`src/rtl/add_cla_pipe_pkg.sv`:
```
// Shared constants and helpers for the pipelined carry-lookahead adder.
package add_cla_pipe_pkg;

  localparam int unsigned DEF_WIDTH = 32;
  localparam int unsigned DEF_GROUP = 4;

  typedef enum logic {
    MODE_ADD = 1'b0,
    MODE_SUB = 1'b1
  } mode_e;

  function automatic int unsigned group_count(input int unsigned width,
                                              input int unsigned group);
    return width / group;
  endfunction

endpackage

```
`src/rtl/add_cla_pipe_if.sv`:
```
// Operand/result bundle for add_cla_pipe; master drives operands, slave returns results.
interface add_cla_pipe_if
  import add_cla_pipe_pkg::*;
#(
  parameter int unsigned WIDTH = DEF_WIDTH
) ();

  logic             in_valid;
  logic             sub;
  logic [WIDTH-1:0] a;
  logic [WIDTH-1:0] b;
  logic             cin;
  logic             stall;
  logic             out_valid;
  logic [WIDTH-1:0] sum;
  logic             cout;
  logic             ovf;
  logic             zero;

  modport master (
    output in_valid, sub, a, b, cin, stall,
    input  out_valid, sum, cout, ovf, zero
  );

  modport slave (
    input  in_valid, sub, a, b, cin, stall,
    output out_valid, sum, cout, ovf, zero
  );

endinterface

```
`src/rtl/add_cla_pipe_cla_group.sv`:
```
// GROUP-bit lookahead block: group propagate/generate plus the carry into every bit.
module cla_group
  import add_cla_pipe_pkg::*;
#(
  parameter int unsigned GROUP = DEF_GROUP
) (
  input  logic [GROUP-1:0] p,
  input  logic [GROUP-1:0] g,
  input  logic             ci,
  output logic             gp,
  output logic             gg,
  output logic [GROUP-1:0] c
);

  logic t;

  // Each carry is a flat sum of products: ci through all lower p, or any lower g through the p above it.
  always_comb begin
    t  = 1'b0;
    c  = '0;
    gp = &p;
    gg = 1'b0;
    for (int unsigned i = 0; i < GROUP; i++) begin
      c[i] = ci;
      for (int unsigned j = 0; j < i; j++) c[i] = c[i] & p[j];
      for (int unsigned j = 0; j < i; j++) begin
        t = g[j];
        for (int unsigned k = j + 1; k < i; k++) t = t & p[k];
        c[i] = c[i] | t;
      end
    end
    for (int unsigned j = 0; j < GROUP; j++) begin
      t = g[j];
      for (int unsigned k = j + 1; k < GROUP; k++) t = t & p[k];
      gg = gg | t;
    end
  end

endmodule

```
`src/rtl/add_cla_pipe.sv`:
```
// Two-stage pipelined carry-lookahead adder/subtractor: group P/G stage, then carry/sum/flags stage.
module add_cla_pipe
  import add_cla_pipe_pkg::*;
#(
  parameter int unsigned WIDTH = DEF_WIDTH,
  parameter int unsigned GROUP = DEF_GROUP
) (
  input logic          clk,
  input logic          rst,
  add_cla_pipe_if.slave bus
);

  localparam int unsigned NG  = group_count(WIDTH, GROUP);
  localparam int unsigned MSB = WIDTH - 1;

  // stage 1 combinational
  logic [WIDTH-1:0] bx, p0, g0, unused_c0;
  logic [NG-1:0]    gp0, gg0;
  logic             c00;

  always_comb begin
    bx  = (bus.sub == MODE_SUB) ? ~bus.b : bus.b;
    c00 = (bus.sub == MODE_SUB) ? 1'b1 : bus.cin;
    p0  = bus.a ^ bx;
    g0  = bus.a & bx;
  end

  // stage 1 registers
  logic [WIDTH-1:0] p1, g1;
  logic [NG-1:0]    gp1, gg1;
  logic             c01, am1, bm1, v1;

  // stage 2 combinational
  logic [NG-1:0]    gc, unused_gp2, unused_gg2;
  logic [WIDTH-1:0] cv, sum_n;
  logic             gp_all, gg_all, cout_n, ovf_n, zero_n;

  for (genvar k = 0; k < NG; k++) begin : g_grp
    cla_group #(.GROUP(GROUP)) u_pg (
      .p  (p0[k*GROUP +: GROUP]),
      .g  (g0[k*GROUP +: GROUP]),
      .ci (1'b0),
      .gp (gp0[k]),
      .gg (gg0[k]),
      .c  (unused_c0[k*GROUP +: GROUP])
    );
    cla_group #(.GROUP(GROUP)) u_carry (
      .p  (p1[k*GROUP +: GROUP]),
      .g  (g1[k*GROUP +: GROUP]),
      .ci (gc[k]),
      .gp (unused_gp2[k]),
      .gg (unused_gg2[k]),
      .c  (cv[k*GROUP +: GROUP])
    );
  end

  // Second lookahead level: the same block applied across the group P/G vector.
  cla_group #(.GROUP(NG)) u_group_carry (
    .p  (gp1),
    .g  (gg1),
    .ci (c01),
    .gp (gp_all),
    .gg (gg_all),
    .c  (gc)
  );

  always_comb begin
    sum_n  = p1 ^ cv;
    cout_n = gg_all | (gp_all & c01);
    ovf_n  = (am1 == bm1) && (sum_n[MSB] != am1);
    zero_n = ~|sum_n;
  end

  logic [WIDTH-1:0] sum_q;
  logic             vout_q, cout_q, ovf_q, zero_q;

  always_ff @(posedge clk) begin
    if (rst) begin
      p1     <= '0;
      g1     <= '0;
      gp1    <= '0;
      gg1    <= '0;
      c01    <= 1'b0;
      am1    <= 1'b0;
      bm1    <= 1'b0;
      v1     <= 1'b0;
      sum_q  <= '0;
      vout_q <= 1'b0;
      cout_q <= 1'b0;
      ovf_q  <= 1'b0;
      zero_q <= 1'b1;
    end else if (!bus.stall) begin
      p1     <= p0;
      g1     <= g0;
      gp1    <= gp0;
      gg1    <= gg0;
      c01    <= c00;
      am1    <= bus.a[MSB];
      bm1    <= bx[MSB];
      v1     <= bus.in_valid;
      sum_q  <= sum_n;
      vout_q <= v1;
      cout_q <= cout_n;
      ovf_q  <= ovf_n;
      zero_q <= zero_n;
    end
  end

  assign bus.sum       = sum_q;
  assign bus.out_valid = vout_q;
  assign bus.cout      = cout_q;
  assign bus.ovf       = ovf_q;
  assign bus.zero      = zero_q;

endmodule
```
`src/flat_wrapper.sv`:
```
// flat-port wrapper written by rule: the top's interface ports become plain ports
module add_cla_pipe_flat import add_cla_pipe_pkg::*;
#(
  parameter int unsigned WIDTH = DEF_WIDTH,
  parameter int unsigned GROUP = DEF_GROUP
)
  (clk, rst, bus_in_valid, bus_sub, bus_a, bus_b, bus_cin, bus_stall, bus_out_valid, bus_sum, bus_cout, bus_ovf, bus_zero);
  add_cla_pipe_if #(.WIDTH(WIDTH)) bus_i ();
  input logic clk;
  input logic rst;
  input wire logic [$bits(bus_i.in_valid)-1:0] bus_in_valid;
  input wire logic [$bits(bus_i.sub)-1:0] bus_sub;
  input wire logic [$bits(bus_i.a)-1:0] bus_a;
  input wire logic [$bits(bus_i.b)-1:0] bus_b;
  input wire logic [$bits(bus_i.cin)-1:0] bus_cin;
  input wire logic [$bits(bus_i.stall)-1:0] bus_stall;
  output wire logic [$bits(bus_i.out_valid)-1:0] bus_out_valid;
  output wire logic [$bits(bus_i.sum)-1:0] bus_sum;
  output wire logic [$bits(bus_i.cout)-1:0] bus_cout;
  output wire logic [$bits(bus_i.ovf)-1:0] bus_ovf;
  output wire logic [$bits(bus_i.zero)-1:0] bus_zero;
  assign bus_i.in_valid = bus_in_valid;
  assign bus_i.sub = bus_sub;
  assign bus_i.a = bus_a;
  assign bus_i.b = bus_b;
  assign bus_i.cin = bus_cin;
  assign bus_i.stall = bus_stall;
  assign bus_out_valid = bus_i.out_valid;
  assign bus_sum = bus_i.sum;
  assign bus_cout = bus_i.cout;
  assign bus_ovf = bus_i.ovf;
  assign bus_zero = bus_i.zero;
  add_cla_pipe #(.WIDTH(WIDTH), .GROUP(GROUP)) u_core (.clk(clk), .rst(rst), .bus(bus_i));
endmodule
```
`config.mk`:
```
export PLATFORM = sky130hd
export DESIGN_NAME = add_cla_pipe_flat
export DESIGN_NICKNAME = d
export VERILOG_FILES = /design/src/rtl/add_cla_pipe_pkg.sv /design/src/rtl/add_cla_pipe_if.sv /design/src/rtl/add_cla_pipe_cla_group.sv /design/src/rtl/add_cla_pipe.sv /design/src/flat_wrapper.sv
export SDC_FILE = /design/constraint.sdc
export NUM_CORES = 1
export LEC_CHECK = 0
export ABC_AREA = 1
export BUFFER_PORTS_ARGS = -buffer_cell sky130_fd_sc_hd__buf_2
export CORE_ASPECT_RATIO = 2
export CORE_MARGIN = 4
export CORE_UTILIZATION = 50
export CTS_CLUSTER_DIAMETER = 60
export DETAILED_ROUTE_END_ITERATION = 16
export PLACE_DENSITY = 0.79
export SLEW_MARGIN = 0
export SYNTH_ARGS = -nofsm -noshare
export SYNTH_HDL_FRONTEND = slang
export SYNTH_SLANG_ARGS = --single-unit
```
`constraint.sdc`:
```
create_clock -name clk -period 1.95 [get_ports clk]
set_input_delay 0.39 -clock clk [delete_from_list [all_inputs] [get_ports clk]]
set_output_delay 0.39 -clock clk [all_outputs]
set_load 0.02 [all_outputs]
```
* After elaboration in Yosys (flattened, before gate mapping)
Cells that the tools add are included.
** Storage, ports and cells
- Register bits :: 119
- Word-level logic and storage cells :: 273
- Output and inout port bits :: 36
** Operators by class
- Reductions and logical operators :: 12
- Muxes and demuxes :: 2
- Eq/ne operators :: 2
- Bitwise logic cells :: 244
** Operator list (count)
- $and A1 B1 Y1 :: 132
- $or A1 B1 Y1 :: 108
- $xor A32 B32 Y32 :: 2
- $and A32 B32 Y32 :: 1
- $mux W32 :: 1
- $not A32 Y32 :: 1
- $reduce_and A4 Y1 :: 8
- $reduce_or A32 Y1 :: 1
- $reduce_and A8 Y1 :: 1
- $eq A1 B1 Y1 :: 1
- $logic_and A1 B1 Y1 :: 1
- $logic_not A1 Y1 :: 1
- $mux W1 :: 1
- $ne A1 B1 Y1 :: 1

* Depth between registers and ports, before layout
Gate-level depths: netlist of run 1.
- Word-level depth :: 23
- Mapped depth :: 18
- Depth with buffers taken out :: 18

* Modules after synthesis
From an unflattened synthesis of run 1, not the netlist that was laid out.
** Second synthesis, totals
- Cells, all modules :: 1025
- Area total of the unflattened synthesis :: 7005.5 µm²
** By module, submodules not included
- add_cla_pipe :: area each 5506.5 µm², sequential area each 2402.3 µm², cells an instance 722, instances 1
- cla_group at u_core.g_grp[0].u_carry ... :: area each 83.8 µm², sequential area each 0.0 µm², cells an instance 17, instances 16
- cla_group at u_core.u_group_carry :: area each 157.7 µm², sequential area each 0.0 µm², cells an instance 31, instances 1

* Worst setup path before layout of run 1
OpenSTA, ideal clock, no wires.
- Kind :: register to register
- Start point :: register u_core.gp1[2]
- End point :: register u_core.ovf_q, in the netlist u_core.bus.ovf
- Arrival time :: 1.789 ns
- Slack :: 0.052 ns
- Stages on the path, launching flop included :: 19
- Setup time :: 0.109 ns
- Path buffers :: 0
- Required time :: 1.841 ns
- Cell sequence :: dfxtp_1 nand2_1 nor2_1 o21ai_1 nand3_2 nand2_2 nand2_2 a21o_1 ha_1 o21ai_2 nand2_1 nand2_2 nand2_1 nand2_1 nand2_2 nand3_1 nand3_1 nand2_1 inv_1
** On the way
- Longest elaborated chain between the ends :: 21
** Ends and longest elaborated chain
- from (decl) :: RTL line add_cla_pipe.sv:30 : logic [NG-1:0] gp1, gg1;
- from (signal assigned) :: RTL line add_cla_pipe.sv:95 : gp1 <= gp0;
- $and A1 B1 Y1, on equally long branches (5 in a row) :: RTL line add_cla_pipe_cla_group.sv:25, add_cla_pipe_cla_group.sv:28
- $or A1 B1 Y1 :: RTL line add_cla_pipe_cla_group.sv:29 : c[i] = c[i] | t;
- $or A1 B1 Y1 * (6 in a row) :: RTL line add_cla_pipe_cla_group.sv:29
- $and A1 B1 Y1 * (3 in a row) :: RTL line add_cla_pipe_cla_group.sv:25 : for (int unsigned j = 0; j < i; j++) c[i] = c[i] & p[j];
- $or A1 B1 Y1 * (3 in a row) :: RTL line add_cla_pipe_cla_group.sv:29
- $xor A32 B32 Y32 * :: RTL line add_cla_pipe.sv:68 : sum_n = p1 ^ cv;
- $ne A1 B1 Y1 * :: RTL line add_cla_pipe.sv:70 : ovf_n = (am1 == bm1) && (sum_n[MSB] != am1);
- $logic_and A1 B1 Y1 * :: RTL line add_cla_pipe.sv:70
- to (signal assigned) :: RTL line add_cla_pipe.sv:104 : ovf_q <= ovf_n;
- to (decl) :: RTL line add_cla_pipe.sv:75 : logic vout_q, cout_q, ovf_q, zero_q;
Every way passes the cells marked *; elsewhere a longest branch is shown, timed or not.
A chain may end at the register's enable or synchronous reset.

* Final worst setup path of run 1
- Start point :: register u_core.gp1[3]
- End point :: register u_core.zero_q, in the netlist u_core.bus.zero
** On the way
- Longest elaborated chain between the ends :: 20
** Ends and longest elaborated chain
- $and A1 B1 Y1, on equally long branches (4 in a row) :: RTL line add_cla_pipe_cla_group.sv:25, add_cla_pipe_cla_group.sv:28
- $or A1 B1 Y1 (7 in a row) :: RTL line add_cla_pipe_cla_group.sv:29
- $and A1 B1 Y1 (3 in a row) :: RTL line add_cla_pipe_cla_group.sv:25
- $or A1 B1 Y1 (3 in a row) :: RTL line add_cla_pipe_cla_group.sv:29
- $xor A32 B32 Y32 * :: RTL line add_cla_pipe.sv:68
- $reduce_or A32 Y1 * :: RTL line add_cla_pipe.sv:71 : zero_n = ~|sum_n;
- $logic_not A1 Y1 * :: RTL line add_cla_pipe.sv:71
- to (signal assigned) :: RTL line add_cla_pipe.sv:105 : zero_q <= zero_n;
- to (decl) :: RTL line add_cla_pipe.sv:75
Marks and branches as above.

==> summary.txt, run 1 <==
Synth
  – Synthesized netlist net count: 888
  – Proportion of register bits with asynchronous set or reset after synthesis: 0
  – Instance count of the mapped netlist: 778
  – Biggest area contributors in the synthesized netlist: sky130_fd_sc_hd__dfxtp_1, sky130_fd_sc_hd__ha_1, sky130_fd_sc_hd__nand2_1
  – Number of enable flip-flop cells after synthesis: 0
  – Top post-synthesis cells by count: sky130_fd_sc_hd__nand2_1, sky130_fd_sc_hd__nor2_1, sky130_fd_sc_hd__dfxtp_1, sky130_fd_sc_hd__o21ai_0, sky130_fd_sc_hd__inv_1
  – Dominant register cell in the synthesized netlist: sky130_fd_sc_hd__dfxtp_1
  – Synth top area share: 0.392
  – Sequential area share after synthesis: 0.392
  – Post-synthesis instance area: 0.00572 mm²
  – Distinct cell type count of the synthesized netlist: 35
  – Mean area per synthesized cell: 7.35 µm²
  – Ys Warns: 0
  – Library cell with the highest instance count after synthesis: sky130_fd_sc_hd__nand2_1
  – Cell accounting for the most synthesized area: sky130_fd_sc_hd__dfxtp_1
  – Post-synthesis register bit count: 112

Floorplan
  – Starting Density: 0.506
  – Die extent in y: 159 µm
  – Area of the core region: 0.0113 mm²
  – # IOs: 106
  – Total die area: 0.0133 mm²
  – Die boundary width: 83.6 µm
  – Total number of placement rows: 55

Place
  – Final RePlAce weighted congestion: 0.924
  – Dpl hpwl: 11000 µm
  – Post-placement cell area: 0.00653 mm²
  – Pre-CTS setup slack: -0.176 ns
  – Port buffer count: 105

Global route
  – Vias in the first global route: 5318
  – Total congestion overflow after global routing: 0
  – Number of antenna violations at the first check in global routing: 0
  – Wire length of the first global-routing pass: 24000 µm
  – Largest net degree at the start of global routing: 54
  – GRT Total Usage: 0.220

STA
  – Final setup skew: 0.00711 ns
  – Worst slew margin relative to its limit: 0.649
  – Minimum clock period: 2.16 ns
  – Setup Viol. Count Final: 4
  – Highest clock rate: 463 MHz
  – Unrepaired setup endpoints after global routing: true
  – Setup tns final: -0.566 ns
  – Final Hold Slack: 0.252 ns
  – Crit path setup slack, layout: -0.212 ns
  – Tightest Pin Transition: 0.526 ns
  – Tcrit/Tclk final: 1.11
  – Number of failing hold endpoints at the final stage: 0
  – Count of pins over their slew limit: 0

Setup path
  – Startpoint Class: flip-flop
  – Worst path most repeated cell: sky130_fd_sc_hd__nand2_2
  – Total buffers and inverters traversed by the critical path: 0
  – Slowest-stage cell, CP: sky130_fd_sc_hd__dfxtp_2
  – Kind of critical path: flip-flop to flip-flop
  – Required time at the endpoint of the critical path: 2.25 ns
  – CP cell instances: nand2_2, nor2_2, o21ai_2, nand3_2, nand2_2, nand2_4, a21o_1, ha_4, o21ai_4, nand2_2, nand2_1, nand2_2, nor2_1, nand3_1, nor2_4, nand3_2, nand2_1
  – Crit-path max cell delay: 0.33 ns
  – Crit path max-delay family: simple AND/OR/NAND/NOR gates
  – Nature of the critical path endpoint: flip-flop
  – Highest fanout seen on the critical path: 3
  – Data arrival, critical path: 2.46 ns

Run status
  – Violated checks: setup timing
  – Run status: finished with violations

Drt
  – Initial DRT Pass Iterations: 7
  – Routed wire length per instance: 14.5 µm
  – Drt first-iter violations: 373
  – Post-DR vias/cell: 5.27
  – Number of remaining DRC errors: 0
  – Antenna violation net count after detailed routing: 0
  – DRT Wirelength: 15100 µm
  – Via total after detailed routing: 5472

Power
  – Power density cells: 820 mW/mm²
  – Leak pwr: 3.56 nW
  – VDD IR max: 0.496 mV

CTS
  – Max Buffers Root-to-Sink: 2
  – Num Clock Sinks: 112
  – Clock latency at the later pin of the worst-skew pair: 0.35 ns
  – Clock-pin transition on the worst setup and hold timing paths: 0.07 ns
  – CTS buffer count: 9
  – CTS tree: yes
  – H-tree lvl count: 3
  – Root buf cell: sky130_fd_sc_hd__clkbuf_16

Layout
  – Area grow syn2layout: 24.0%
  – Final core utilization: 0.628
  – Post-route design area: 0.00709 mm²
  – Total inserted antenna cells: 0
  – Nets@finish: 1002
  – Layout cells sized above 1: 0.246

Job
  – # Max-Cap Violations: 0

Min path
  – Class of the tightest hold or removal check: input pin to flip-flop
[layout by cell type (no fill, tap or decap), types with 2 or more instances in the layout]
master                        n
sky130_fd_sc_hd__nand3b_1     4
sky130_fd_sc_hd__nand3_2      8
sky130_fd_sc_hd__ha_1        35
sky130_fd_sc_hd__o211ai_1    11
sky130_fd_sc_hd__clkbuf_1     2
sky130_fd_sc_hd__clkbuf_8     2
sky130_fd_sc_hd__nor3_1       4
sky130_fd_sc_hd__nand2_2     24
sky130_fd_sc_hd__o21ai_2      4
sky130_fd_sc_hd__nor2_4       3
sky130_fd_sc_hd__a31oi_1      3
sky130_fd_sc_hd__xor2_1      34
sky130_fd_sc_hd__buf_4       35
sky130_fd_sc_hd__inv_1       72
sky130_fd_sc_hd__dfxtp_1    108
sky130_fd_sc_hd__o21ai_1     13
sky130_fd_sc_hd__nor2_2       2
sky130_fd_sc_hd__a21o_1       2
sky130_fd_sc_hd__ha_4         3
sky130_fd_sc_hd__o21bai_1     3
sky130_fd_sc_hd__nor2_1     115
sky130_fd_sc_hd__nand2_1    109
sky130_fd_sc_hd__dfxtp_2      4
sky130_fd_sc_hd__xor2_2       2
sky130_fd_sc_hd__inv_2        2
sky130_fd_sc_hd__buf_12       3
sky130_fd_sc_hd__o21ai_0     76
sky130_fd_sc_hd__clkinv_2     2
sky130_fd_sc_hd__nand3_1     13
sky130_fd_sc_hd__buf_2      104
sky130_fd_sc_hd__nand2_4      4
sky130_fd_sc_hd__nand4_1      9
sky130_fd_sc_hd__ha_2         2
sky130_fd_sc_hd__clkbuf_16    9
sky130_fd_sc_hd__a21oi_1     62
[where the power goes]
part	leakage, nW	switching [mW]	total (mW)	internal [mW]
Clock	0.150	0.822	1.89	1.06
Combinational	2.48	0.794	1.34	0.544
Sequential	0.928	0.120	2.59	2.47
Total	3.56	1.74	5.81	4.08
[final timing paths]
path | start | cells after the start | to | slack [ns]
worst max-delay path | u_core.gp1[3] | 17 | u_core.bus.zero | -0.21
worst max register to register | u_core.gp1[3] | 17 | u_core.bus.zero | -0.21
worst min register to register | u_core.gg1[7] | 2 | u_core.gg1[7] | 0.47
worst min-delay path | bus_cin | 3 | u_core.c01 | 0.25
[tightest hold or removal path, stage by stage]
cell and delay, ns:
sky130_fd_sc_hd__buf_2 0.08, sky130_fd_sc_hd__nor3_1 0.04, sky130_fd_sc_hd__nor2_1 0.07
[what timing repair did]
item	4_1_cts	5_1_grt
hold buffers	0	0
endpoints found under the setup margin	5	12
gates cloned	0	0
pin swaps	3	16
setup buffers	0	4
resized for setup	3	62
hold endpoints to repair	0	0
[stage by stage]
stage               std cells  power [mW]
detailed placement       1019        3.87
CTS                      1035        5.73
global placement         1019        3.85
floorplan                 778        3.42
finish                   1039        5.81
global route             1039        6.10
[cell families after synthesis]
logic type	synth area share
adder cells (fa/ha/maj)	0.0876
XOR/XNOR	0.0580
flip-flops	0.392
buffers and inverters	0.0808
AO/OA/AOI/OAI	0.164
AND/OR/NAND/NOR	0.217
[final cells by class]
class / instances / area [µm²]
fillers: 1021 / 4200
multi-input cells: 552 / 3240
clock inverters: 3 / 40.0
well taps: 142 / 178
inverters: 75 / 284
clock buffers: 13 / 260
repair buffers: 142 / 843
flip-flops and latches: 112 / 2250
[per-layer routing]
layer / share of wire / routed length (µm) / vias to the layer above / global-route usage
li1: - / - / 2763 / -
met1: 0.37 / 5650 / 2506 / 0.239
met2: 0.54 / 8160 / 161 / 0.405
met3: 0.046 / 692 / 42 / 0.0404
met4: 0.041 / 613 / 0 / 0.0996
met5: 0 / 0 / - / 0
[flip-flops by register name, summed over array words and instances (netlist names)]
register	cells
u_core.gg1	8
u_core.bus.sum	32
u_core.v1	1
u_core.bus.zero	1
u_core.p1	32
u_core.am1	1
u_core.gp1	8
u_core.bus.cout	1
u_core.g1	24
u_core.c01	1
u_core.bus.ovf	1
u_core.bus.out_valid	1
u_core.bm1	1
Power figures use the tool's default switching activity.
==> run 2: changes to the inputs <==
==> constraint.sdc (replaced) <==
create_clock -name clk -period 1.95 [get_ports clk]
set_input_delay 0.2925 -clock clk [delete_from_list [all_inputs] [get_ports clk]]
set_output_delay 0.2925 -clock clk [all_outputs]
set_load 0.02 [all_outputs]
==> run 2 against run 1 <==
Net effect: die area stayed put; worst setup slack better by 0.010 ns; critical path depth is 1 lower; clock skew increased by 0.00064 ns; the flow still finishes with violations (setup timing); utilization is 1.1 points lower; non-clock buffer count down 3.
==> summary.txt, run 2 (synthesis results as in run 1) <==
Global route
  – GRT Total Usage: 0.220 (about the same)
  – Met2 routing resource usage after global routing: 0.399 (was 0.405)
  – Number of antenna violations at the first check in global routing: 0 (unchanged)
  – Wire length of the first global-routing pass: 24100 µm (was 24000 µm)
  – Met1 Usage GRT: 0.240 (was 0.239)
  – Vias in the first global route: 5175 (was 5318)
  – Met3 track demand over resource: 0.0399 (was 0.0404)
  – Largest net degree at the start of global routing: 55 (was 54)
  – Gr busiest metal: met2 (unchanged)
  – Total congestion overflow after global routing: 0 (unchanged)

Floorplan
  – Die boundary width: 83.6 µm (unchanged)
  – Die extent in y: 159 µm (unchanged)
  – Total die area: 0.0133 mm² (unchanged)
  – # IOs: 106 (unchanged)
  – Starting Density: 0.506 (unchanged)
  – Area of the core region: 0.0113 mm² (unchanged)
  – Total number of placement rows: 55 (unchanged)

Layout
  – Filler cell count: 1025 (was 1021)
  – Total inserted antenna cells: 0 (unchanged)
  – Layout cells sized above 1: 0.231 (was 0.246)
  – Most frequent cells in the layout: sky130_fd_sc_hd__nor2_1, sky130_fd_sc_hd__nand2_1, sky130_fd_sc_hd__dfxtp_1 (unchanged)
  – Nets@finish: 999 (was 1002)
  – Area grow syn2layout: 21.9% (was 24.0%)
  – Filler-free cell count of the finished design: 1035 (was 1039)
  – Leading cell type in the layout, fill and taps excluded: sky130_fd_sc_hd__nor2_1 (unchanged)

STA
  – Setup Viol. Count Final: 6 (was 4)
  – Unrepaired setup endpoints after global routing: true (unchanged)
  – Tightest Pin Transition: 0.498 ns (was 0.526 ns)
  – Crit path setup slack, layout: -0.202 ns (was -0.212 ns)
  – Tcrit/Tclk final: 1.10 (was 1.11)
  – Minimum clock period: 2.15 ns (was 2.16 ns)
  – Worst slew margin relative to its limit: 0.668 (was 0.649)
  – Count of pins over their slew limit: 0 (unchanged)
  – Highest clock rate: 465 MHz (was 463 MHz)
  – Final setup skew: 0.00775 ns (was 0.00711 ns)
  – Number of failing hold endpoints at the final stage: 0 (unchanged)

Setup path
  – Total buffers and inverters traversed by the critical path: 0 (unchanged)
  – Required time at the endpoint of the critical path: 2.25 ns (about the same)
  – Highest fanout seen on the critical path: 3 (unchanged)
  – Worst R2R Start: u_core.gp1[3] (unchanged)
  – Slowest-stage cell, CP: sky130_fd_sc_hd__dfxtp_2 (unchanged)
  – CP cell instances: a21boi_2, o21ai_1, nand3_2, nand2_2, nand2_2, a21o_1, ha_4, o21ai_4, nand2_2, nand2_4, nand3b_4, nand2_4, nand2_1, nor2_1, nand3_1, nand2_1 (was nand2_2, nor2_2, o21ai_2, nand3_2, nand2_2, nand2_4, a21o_1, ha_4, o21ai_4, nand2_2, nand2_1, nand2_2, nor2_1, nand3_1, nor2_4, nand3_2, nand2_1)
  – Worst path most repeated cell: sky130_fd_sc_hd__nand2_2 (unchanged)
  – Crit path max-delay family: simple AND/OR/NAND/NOR gates (unchanged)
  – Startpoint Class: flip-flop (unchanged)
  – Data arrival, critical path: 2.45 ns (was 2.46 ns)
  – Worst reg2reg setup slack: -0.20 ns (was -0.21 ns)
  – Reg-to-Reg End: u_core.bus.zero (unchanged)
  – Nature of the critical path endpoint: flip-flop (unchanged)
  – Crit-path max cell delay: 0.34 ns (was 0.33 ns)
  – Kind of critical path: flip-flop to flip-flop (unchanged)
  – R2R depth: 16 (was 17)

Run status
  – Violated checks: setup timing (unchanged)
  – Run status: finished with violations (unchanged)

CTS
  – Max Buffers Root-to-Sink: 2 (unchanged)
  – CTS tree: yes (unchanged)
  – Clock-pin transition on the worst setup and hold timing paths: 0.07 ns (about the same)
  – H-tree lvl count: 3 (unchanged)
  – Root buf cell: sky130_fd_sc_hd__clkbuf_16 (unchanged)
  – Hold buffer count at cts: 0 (unchanged)
  – CTS buffer count: 9 (unchanged)
  – Num Clock Sinks: 112 (unchanged)
  – Clock latency at the later pin of the worst-skew pair: 0.35 ns (about the same)

Place
  – Cell count after placement: 1017 (was 1019)
  – Dpl hpwl: 10900 µm (was 11000 µm)
  – Final RePlAce weighted congestion: 0.857 (was 0.924)
  – Port buffer count: 105 (unchanged)

Job
  – # Max-Cap Violations: 0 (unchanged)

Drt
  – Post-DR vias/cell: 5.27 (about the same)
  – Initial DRT Pass Iterations: 5 (was 7)
  – DRT Wirelength: 14900 µm (was 15100 µm)
  – Drt first-iter violations: 360 (was 373)
  – Via total after detailed routing: 5459 (was 5472)
  – Routed wire length per instance: 14.4 µm (was 14.5 µm)
  – Number of remaining DRC errors: 0 (unchanged)
  – Antenna violation net count after detailed routing: 0 (unchanged)

Min path
  – Origin of the worst min-delay path: bus_cin (unchanged)
  – Worst hold stages: 3 (unchanged)
  – Class of the tightest hold or removal check: input pin to flip-flop (unchanged)
  – Endpoint, Worst Hold: u_core.c01 (unchanged)

Power
  – Leak pwr: 3.52 nW (was 3.56 nW)
  – Switching share of power: 0.305 (was 0.299)
  – Sequential cell fraction of total power: 0.462 (was 0.445)
  – VDD IR max: 0.520 mV (was 0.496 mV)
  – Switching power summed over all nets: 1.71 mW (was 1.74 mW)
  – Total chip power: 5.60 mW (was 5.81 mW)
  – Clock power share: 0.304 (was 0.324)
  – Combinational fraction of design power: 0.234 (was 0.230)
  – Cell internal pwr: 3.89 mW (was 4.08 mW)
  – Power density cells: 803 mW/mm² (was 820 mW/mm²)
==> run 2: how the worst max path moves through the flow <==
stage               slack (ns)  depth (start not counted)           from               to
floorplan                 0.05                         18  u_core.gp1[2]   u_core.bus.ovf
global placement         -0.11                         13  u_core.gp1[3]  u_core.bus.zero
detailed placement       -0.15                         13  u_core.gp1[2]  u_core.bus.zero
CTS                      -0.12                         17  u_core.gp1[2]  u_core.bus.zero
global route             -0.35                         17  u_core.gp1[0]  u_core.bus.zero
finish                   -0.20                         16  u_core.gp1[3]  u_core.bus.zero
==> run 2: metal layers <==
layer  part of all wire  vias up  wire (µm)
li1                   -     2744          -
met1               0.38     2506       5650
met2               0.53      169       7860
met3              0.048       40        711
met4              0.044        0        650
met5                  0        -          0
==> run 2: power by group through the flow <==
| stage | combinational, mW | sequential [mW] | clock (mW) |
|---|---|---|---|
| final | 1.31 | 2.59 | 1.70 |
| after global routing | 1.46 | 2.61 | 1.81 |
| after CTS | 1.27 | 2.58 | 1.72 |
| after detailed placement | 1.24 | 2.62 | 0 |
| after global placement | 1.22 | 2.62 | 0 |
| after floorplan | 0.735 | 2.68 | 0 |
==> run 2: what timing repair did <==
action                     in CTS  in global routing
hold endpoints to repair        0                  0
setup endpoints to repair       4                 15
gates resized for setup        18                 30
pin swaps                      12                 18
buffers inserted                2                  1
==> run 2: final cells by class <==
class / count / area (µm²) / area share
clock buffer: 12 / 246 / 0.0354
clock inverter: 3 / 18.8 / 0.00269
inverter: 75 / 284 / 0.0408
multi-input combinational: 552 / 3190 / 0.457
sequential: 112 / 2250 / 0.322
tap: 142 / 178 / 0.0255
timing repair buffer: 139 / 808 / 0.116
==> run 2: worst reg2reg max path, delay by kind of cell, from the launching register on <==
kind / cells / cell delay (ns)
and+or+nand+nor: 11 / 0.91
AOI/OAI and AO/OA: 4 / 0.68
DFF: 1 / 0.34
adders and majority gates: 1 / 0.18
==> run 2: metrics by stage <==
stage | hold slack, ns | util | setup WS (ns) | area (µm²) | setup TNS (ns)
floorplan | 0.412 | - | 0.0519 | 5720 | 0
global placement | 0.451 | 0.576 | -0.105 | 6500 | -0.178
detailed placement | 0.453 | 0.576 | -0.150 | 6500 | -0.378
CTS | 0.158 | 0.606 | -0.117 | 6840 | -0.271
global route | 0.176 | 0.617 | -0.346 | 6970 | -1.68
finish | 0.160 | 0.617 | -0.202 | 6970 | -0.631
